$ cat config.mk
export PLATFORM = sky130hd
export DESIGN_NAME = alu_pipe
export DESIGN_NICKNAME = d
export VERILOG_FILES = /design/src/rtl/alu_pkg.sv /design/src/rtl/alu_pipe_slice.sv /design/src/rtl/alu_pipe.sv
export SDC_FILE = /design/constraint.sdc
export NUM_CORES = 1
export LEC_CHECK = 0
export ABC_AREA = 1
export CAP_MARGIN = 20
export CORE_MARGIN = 1.5
export CORE_UTILIZATION = 50
export CTS_BUF_LIST = sky130_fd_sc_hd__clkbuf_2
export DETAILED_ROUTE_END_ITERATION = 8
export PLACE_DENSITY = 0.76
export SLEW_MARGIN = 25
export SYNTH_ARGS = -nofsm -noshare
export SYNTH_HDL_FRONTEND = slang
export SYNTH_SLANG_ARGS = --single-unit
$ cat constraint.sdc
create_clock -name clk -period 4.55 [get_ports clk]
set_input_delay 0.91 -clock clk [delete_from_list [all_inputs] [get_ports clk]]
set_output_delay 0.91 -clock clk [all_outputs]
set_load 0.005 [all_outputs]
$ cat src/rtl/alu_pkg.sv
// alu_pkg: shared types and defaults for the pipelined multi-slice ALU.
//   alu_op_e   - 3-bit opcode carried with each operand beat
//   s1_ctrl_t  - the control portion of the stage-1 payload (opcode and
//                accumulator clear); the operands are added by alu_pipe
//                so that the full payload follows the DW parameter
//   DEF_WIDTH / DEF_N_ALU - default slice width and slice count
package alu_pkg;

  localparam int DEF_WIDTH = 4;
  localparam int DEF_N_ALU = 4;

  typedef enum logic [2:0] {
    ADD  = 3'b000,
    SUB  = 3'b001,
    AND  = 3'b010,
    OR   = 3'b011,
    XOR  = 3'b100,
    SHL1 = 3'b101,
    SHR1 = 3'b110,
    ACC  = 3'b111
  } alu_op_e;

  typedef struct packed {
    alu_op_e op;
    logic    acc_clr;
  } s1_ctrl_t;

endpackage

$ cat src/rtl/alu_pipe_slice.sv
// alu_slice: one WIDTH-bit adder/logic slice of the ripple chain.
//   a, b  in  WIDTH  slice operands
//   cin   in  1      carry from the next-lower slice
//   op    in  3      opcode (ADD/SUB/ACC add, AND/OR/XOR logic)
//   y     out WIDTH  slice result (0 for the shift opcodes)
//   cout  out 1      carry into the next-higher slice
module alu_slice
  import alu_pkg::*;
#(
  parameter int WIDTH = DEF_WIDTH
) (
  input  logic [WIDTH-1:0] a,
  input  logic [WIDTH-1:0] b,
  input  logic             cin,
  input  alu_op_e          op,
  output logic [WIDTH-1:0] y,
  output logic             cout
);

  logic [WIDTH-1:0] b_eff;
  logic [WIDTH-1:0] sum;

  // SUB is a + ~b + 1; the +1 enters as carry-in of slice 0.
  assign b_eff        = (op == SUB) ? ~b : b;
  assign {cout, sum}  = {1'b0, a} + {1'b0, b_eff} + {{WIDTH{1'b0}}, cin};

  always_comb begin
    unique case (op)
      ADD, SUB, ACC: y = sum;
      AND:           y = a & b;
      OR:            y = a | b;
      XOR:           y = a ^ b;
      default:       y = '0;
    endcase
  end

endmodule

$ cat src/rtl/alu_pipe.sv
// alu_pipe: 2-stage valid/ready ALU over N_ALU chained WIDTH-bit slices.
//   clk, arst              clock; synchronous active-high reset
//   in_valid/in_ready      operand handshake (a, b, select, acc_clr)
//   out_valid/out_ready    result handshake (out, carry_out, compare flags)
//   a_greater/a_equal/a_less  unsigned compare of the beat's a vs b
// Stage 1 captures the beat; stage 2 computes and registers the result and
// updates the running accumulator.
module alu_pipe
  import alu_pkg::*;
#(
  parameter int WIDTH = DEF_WIDTH,
  parameter int N_ALU = DEF_N_ALU,
  localparam int DW   = WIDTH * N_ALU
) (
  input  logic          clk,
  input  logic          arst,
  input  logic          in_valid,
  output logic          in_ready,
  input  logic [DW-1:0] a,
  input  logic [DW-1:0] b,
  input  logic [2:0]    select,
  input  logic          acc_clr,
  output logic          out_valid,
  input  logic          out_ready,
  output logic [DW-1:0] out,
  output logic          carry_out,
  output logic          a_greater,
  output logic          a_equal,
  output logic          a_less
);

  typedef struct packed {
    logic [DW-1:0] a;
    logic [DW-1:0] b;
    s1_ctrl_t      ctrl;
  } s1_payload_t;

  logic          s1_valid_q, s1_valid_d;
  s1_payload_t   s1_q, s1_d;
  logic          s2_valid_q, s2_valid_d;
  logic [DW-1:0] out_q, out_d;
  logic          carry_q, carry_d;
  logic [2:0]    flags_q, flags_d;   // {greater, equal, less}
  logic [DW-1:0] acc_q, acc_d;

  logic s2_adv, s1_adv, in_fire;

  assign s2_adv   = !s2_valid_q || out_ready;
  assign s1_adv   = s1_valid_q && s2_adv;
  assign in_ready = !arst && (!s1_valid_q || s2_adv);
  assign in_fire  = in_valid && in_ready;

  // Ripple chain. ACC reuses it as acc_base + a, so the operands are muxed.
  logic          is_acc;
  logic [DW-1:0] acc_base, chain_x, chain_y, chain_res;
  logic [N_ALU:0] chain_c;
  alu_op_e       slice_op;

  assign is_acc     = (s1_q.ctrl.op == ACC);
  // A clear travelling with the beat zeroes acc before that beat's own add.
  assign acc_base   = s1_q.ctrl.acc_clr ? '0 : acc_q;
  assign chain_x    = is_acc ? acc_base : s1_q.a;
  assign chain_y    = is_acc ? s1_q.a   : s1_q.b;
  assign slice_op   = is_acc ? ADD      : s1_q.ctrl.op;
  assign chain_c[0] = (s1_q.ctrl.op == SUB);

  for (genvar gi = 0; gi < N_ALU; gi++) begin : g_slice
    alu_slice #(.WIDTH(WIDTH)) u_slice (
      .a    (chain_x[gi*WIDTH +: WIDTH]),
      .b    (chain_y[gi*WIDTH +: WIDTH]),
      .cin  (chain_c[gi]),
      .op   (slice_op),
      .y    (chain_res[gi*WIDTH +: WIDTH]),
      .cout (chain_c[gi+1])
    );
  end

  always_comb begin
    // NOTE: every variable gets a hold/default value first so no path
    // through this block leaves it unassigned and infers a latch.
    s1_valid_d = s1_valid_q;
    s1_d       = s1_q;
    s2_valid_d = s2_valid_q;
    out_d      = out_q;
    carry_d    = carry_q;
    flags_d    = flags_q;
    acc_d      = acc_q;

    if (in_fire) begin
      s1_valid_d       = 1'b1;
      s1_d.a           = a;
      s1_d.b           = b;
      s1_d.ctrl.op     = alu_op_e'(select);
      s1_d.ctrl.acc_clr = acc_clr;
    end else if (s1_adv) begin
      s1_valid_d = 1'b0;
    end

    if (s2_adv) s2_valid_d = s1_valid_q;

    // Outputs only change when a beat moves into S2, so a stalled
    // result stays stable.
    if (s1_adv) begin
      flags_d = {s1_q.a > s1_q.b, s1_q.a == s1_q.b, s1_q.a < s1_q.b};
      unique case (s1_q.ctrl.op)
        ADD, ACC: begin out_d = chain_res; carry_d = chain_c[N_ALU];  end
        SUB:      begin out_d = chain_res; carry_d = ~chain_c[N_ALU]; end
        SHL1:     begin out_d = {s1_q.a[DW-2:0], 1'b0}; carry_d = s1_q.a[DW-1]; end
        SHR1:     begin out_d = {1'b0, s1_q.a[DW-1:1]}; carry_d = s1_q.a[0]; end
        default:  begin out_d = chain_res; carry_d = 1'b0; end
      endcase
      if (is_acc)                 acc_d = chain_res;
      else if (s1_q.ctrl.acc_clr) acc_d = '0;
    end
  end

  // NOTE: sequential state uses non-blocking assignments so every flop
  // samples its _d value from before the edge, independent of block order.
  always_ff @(posedge clk) begin
    if (arst) begin
      s1_valid_q <= 1'b0;
      s1_q       <= '0;
      s2_valid_q <= 1'b0;
      out_q      <= '0;
      carry_q    <= 1'b0;
      flags_q    <= '0;
      acc_q      <= '0;
    end else begin
      s1_valid_q <= s1_valid_d;
      s1_q       <= s1_d;
      s2_valid_q <= s2_valid_d;
      out_q      <= out_d;
      carry_q    <= carry_d;
      flags_q    <= flags_d;
      acc_q      <= acc_d;
    end
  end

  assign out_valid = s2_valid_q;
  assign out       = out_q;
  assign carry_out = carry_q;
  assign a_greater = flags_q[2];
  assign a_equal   = flags_q[1];
  assign a_less    = flags_q[0];

endmodule

==> summary.md <==
| Metric | Value |
|---|---|
| Reg2reg start | s1_q[2]$_SDFFE_PP0P_ |
| Min cycle time layout | 4.779 ns |
| WHS | 0.4882 ns |
| CTS tree | yes |
| CP Launch Type | register |
| Sequential share of the synthesized area | 0.2664 |
| Setup TNS | -0.8032 ns |
| FFs w/ async S/R, synth | 0 |
| GRT overflow | 0 |
| Synth cell types | 35 |
| Slew Limit Fails | 0 |
| Initial antenna violation count | 0 |
| Yosys reg bits | 74 |
| Post-layout instance area | 0.006694 sq mm |
| Worst hold start | flags_q[2]$_SDFFE_PP0P_ |
| Total GRT Usage | 0.2748 |
| Placed Cells incl. Taps | 974 |
| Fin cells | 1002 |
| Final Hold Viols | 0 |
| Final Core Density | 0.6175 |
| ANT cells | 0 |
| Root buf cell | clkbuf_2 |
| Avg Cell Area, Syn | 7.130 sq um |
| Die area | 0.01176 sq mm |
| Fin nets | 966 |
| RSZ-0062 raised after global routing | yes |
| Num CTS Buffers | 9 |
| Crit path from | s1_q[2]$_SDFFE_PP0P_ |
| Chip height | 108.5 um |
| Hold Buf Count CTS | 0 |
| Syn. warnings | 0 |
| Share of cells above drive strength 1 | 0.1508 |
| Post-DP HPWL | 11.38 mm |
| Clock latency on the worst-skew pair | 0.57 ns |
| Iter 0 DRT Violations | 498 |
| Top cells by area, synth | dfxtp_1 (27%), ha_1 (13%), nand2_1 (12%), o21ai_0 (7.4%), inv_1 (6.6%) |
| Mapped Nets | 888 |
| Yosys top cell by area | dfxtp_1 |
| Routability Congestion | 0.9593 |
| Routed wire length | 16.02 mm |
| Fmax | 209.2 MHz |
| Clock skew | 0.02486 ns |
| Netlist Area Pre-Place | 0.005562 sq mm |
| Setup crit end kind | register |
| Area of placed instances | 0.006441 sq mm |
| Commonest register cell after synthesis | dfxtp_1 |
| IO Pins | 62 |
| Clk pin slew, worst setup/hold paths | 0.23 ns |
| Most common library cells after synthesis | nand2_1 (175), inv_1 (98), o21ai_0 (82) |
| Most common cell in the synthesized netlist | nand2_1 |
| Vias | 5648 |
| Initial Utilization | 0.5130 |
| Req. time, crit path | 5.06 ns |
| FP Rows | 38 |
| First-pass GRT wire length | 25.19 mm |
| WS Path Type | register to register |
| CTS sink cnt | 74 |
| Worst Tran Pin Value | 0.8055 ns |
| Area delta synth->final | 20.36% |
| Share of the synthesized area in the top cell type | 0.2664 |
| Pre-Repair DR Iteration Count | 7 |
| Core box area | 0.01084 sq mm |
| Setup Viol. Count Final | 5 |
| Max Cap Viol | 0 |
| Min-delay worst type | register to register |
| Mapped Cells | 780 |
| Via/cell ratio | 5.637 |
| Post-route ant nets | 0 |
| Final worst-path cycle share | 1.050 |
| Leakage | 3.110 nW |
| Critical Path AT | 5.29 ns |
| Vias in the first global route | 5224 |
| Final setup margin | -0.2294 ns |
| Failing checks | negative setup slack |
| CTS HTree Levels | 3 |
| Peak VDD IR | 0.0001446 V |
| Clock Path Buffers | 2 |
| Die W | 108.5 um |
| Total power | 1.694 mW |
| Routed WL per cell | 15.99 um |
| Status | finished, violations left |
| DRC violations left | 0 |
| Largest net degree at the start of global routing | 51 |
| Slew HR | 0.4617 |
| PD cells | 253.1 mW/mm^2 |
| Place WS | -0.2836 ns |
| Max FO, Critical Path | 7 |
| IO Port Bufs | 61 |
| Post-synth EDFFs | 0 |
==> what timing repair did <==
action / in CTS / in global routing
pin swaps: 1 / 1
buffers inserted: 5 / 8
gates resized for setup: 14 / 11
endpoints found under the setup margin: 9 / 8
cloned: 0 / 0
==> final cells by class <==
type	count	area, sq um
fill	957	4146
multi-input combinational	559	3552
sequential	74	1490
timing repair buffer	111	993.5
inverter	103	394.1
tap	140	175.2
clock buffer	9	45.04
clock inverter	6	43.79
==> kinds of logic (layout without fill, tap and decap cells) <==
| kind of cell | after synthesis | after routing | share of synthesized area |
|---|---|---|---|
| xor+xnor | 16 | 16 | 0.02520 |
| buf+inv | 147 | 229 | 0.1163 |
| flops | 74 | 74 | 0.2664 |
| fa+ha+maj | 68 | 68 | 0.1638 |
| compound gates | 221 | 221 | 0.2367 |
| simple gates | 254 | 254 | 0.1917 |
==> state kept, by name, indices dropped and copies added (netlist names) <==
| signal | flops |
|---|---|
| s1_valid_q | 1 |
| carry_out | 1 |
| flags_q | 3 |
| out_valid | 1 |
| out | 16 |
| s1_q | 36 |
| acc_q | 16 |
==> critical path, cell delays in order (launching register included) <==
cell and delay (ns):
dfxtp_4 0.43, nand3_4 0.15, buf_8 0.18, o21ai_4 0.14
xor2_1 0.19, ha_1 0.29, a21oi_2 0.17, o21bai_1 0.13
fa_2 0.38, fa_2 0.37, nand3_2 0.09, nand2_2 0.06
fa_2 0.35, inv_2 0.06, fa_2 0.18, inv_2 0.04
a21oi_2 0.10, o21bai_1 0.08, fa_2 0.36, fa_2 0.53
nand2_1 0.05, nand2_1 0.12, buf_4 0.12, nor2_2 0.04
a21oi_1 0.12
==> layer usage <==
metal	global-route usage	routed length (um)	vias to the layer above
met5	0	0	-
met4	0.1118	358	0
met3	0.04099	1122	34
met2	0.4403	7346	242
met1	0.3693	7192	2626
li1	-	-	2746
==> worst paths after layout <==
path	to	slack, ns	cells after the start
setup / recovery	out[13]$_SDFFE_PP0P_	-0.23	24
hold / removal	flags_q[2]$_SDFFE_PP0P_	0.49	2
setup reg to reg	out[13]$_SDFFE_PP0P_	-0.23	24
hold reg to reg	flags_q[2]$_SDFFE_PP0P_	0.49	2
==> where the power goes <==
part | leakage, nW | total [mW] | internal, mW | switching [mW]
Combinational | 2.44 | 0.615 | 0.263 | 0.352
Sequential | 0.612 | 0.740 | 0.699 | 0.0415
Clock | 0.0581 | 0.339 | 0.0710 | 0.268
==> layout by cell type (no fill, tap or decap), drive strengths merged, types with 8 or more instances in the layout <==
master,instances
clkdlybuf4s50,61
fa,8
a21oi,57
ha,60
nand3,25
dfxtp,74
a31oi,14
xor2,16
nand2,175
buf,50
inv,104
nor2,39
clkbuf,9
o31ai,35
o21ai,103
Power figures use the tool's default switching activity.
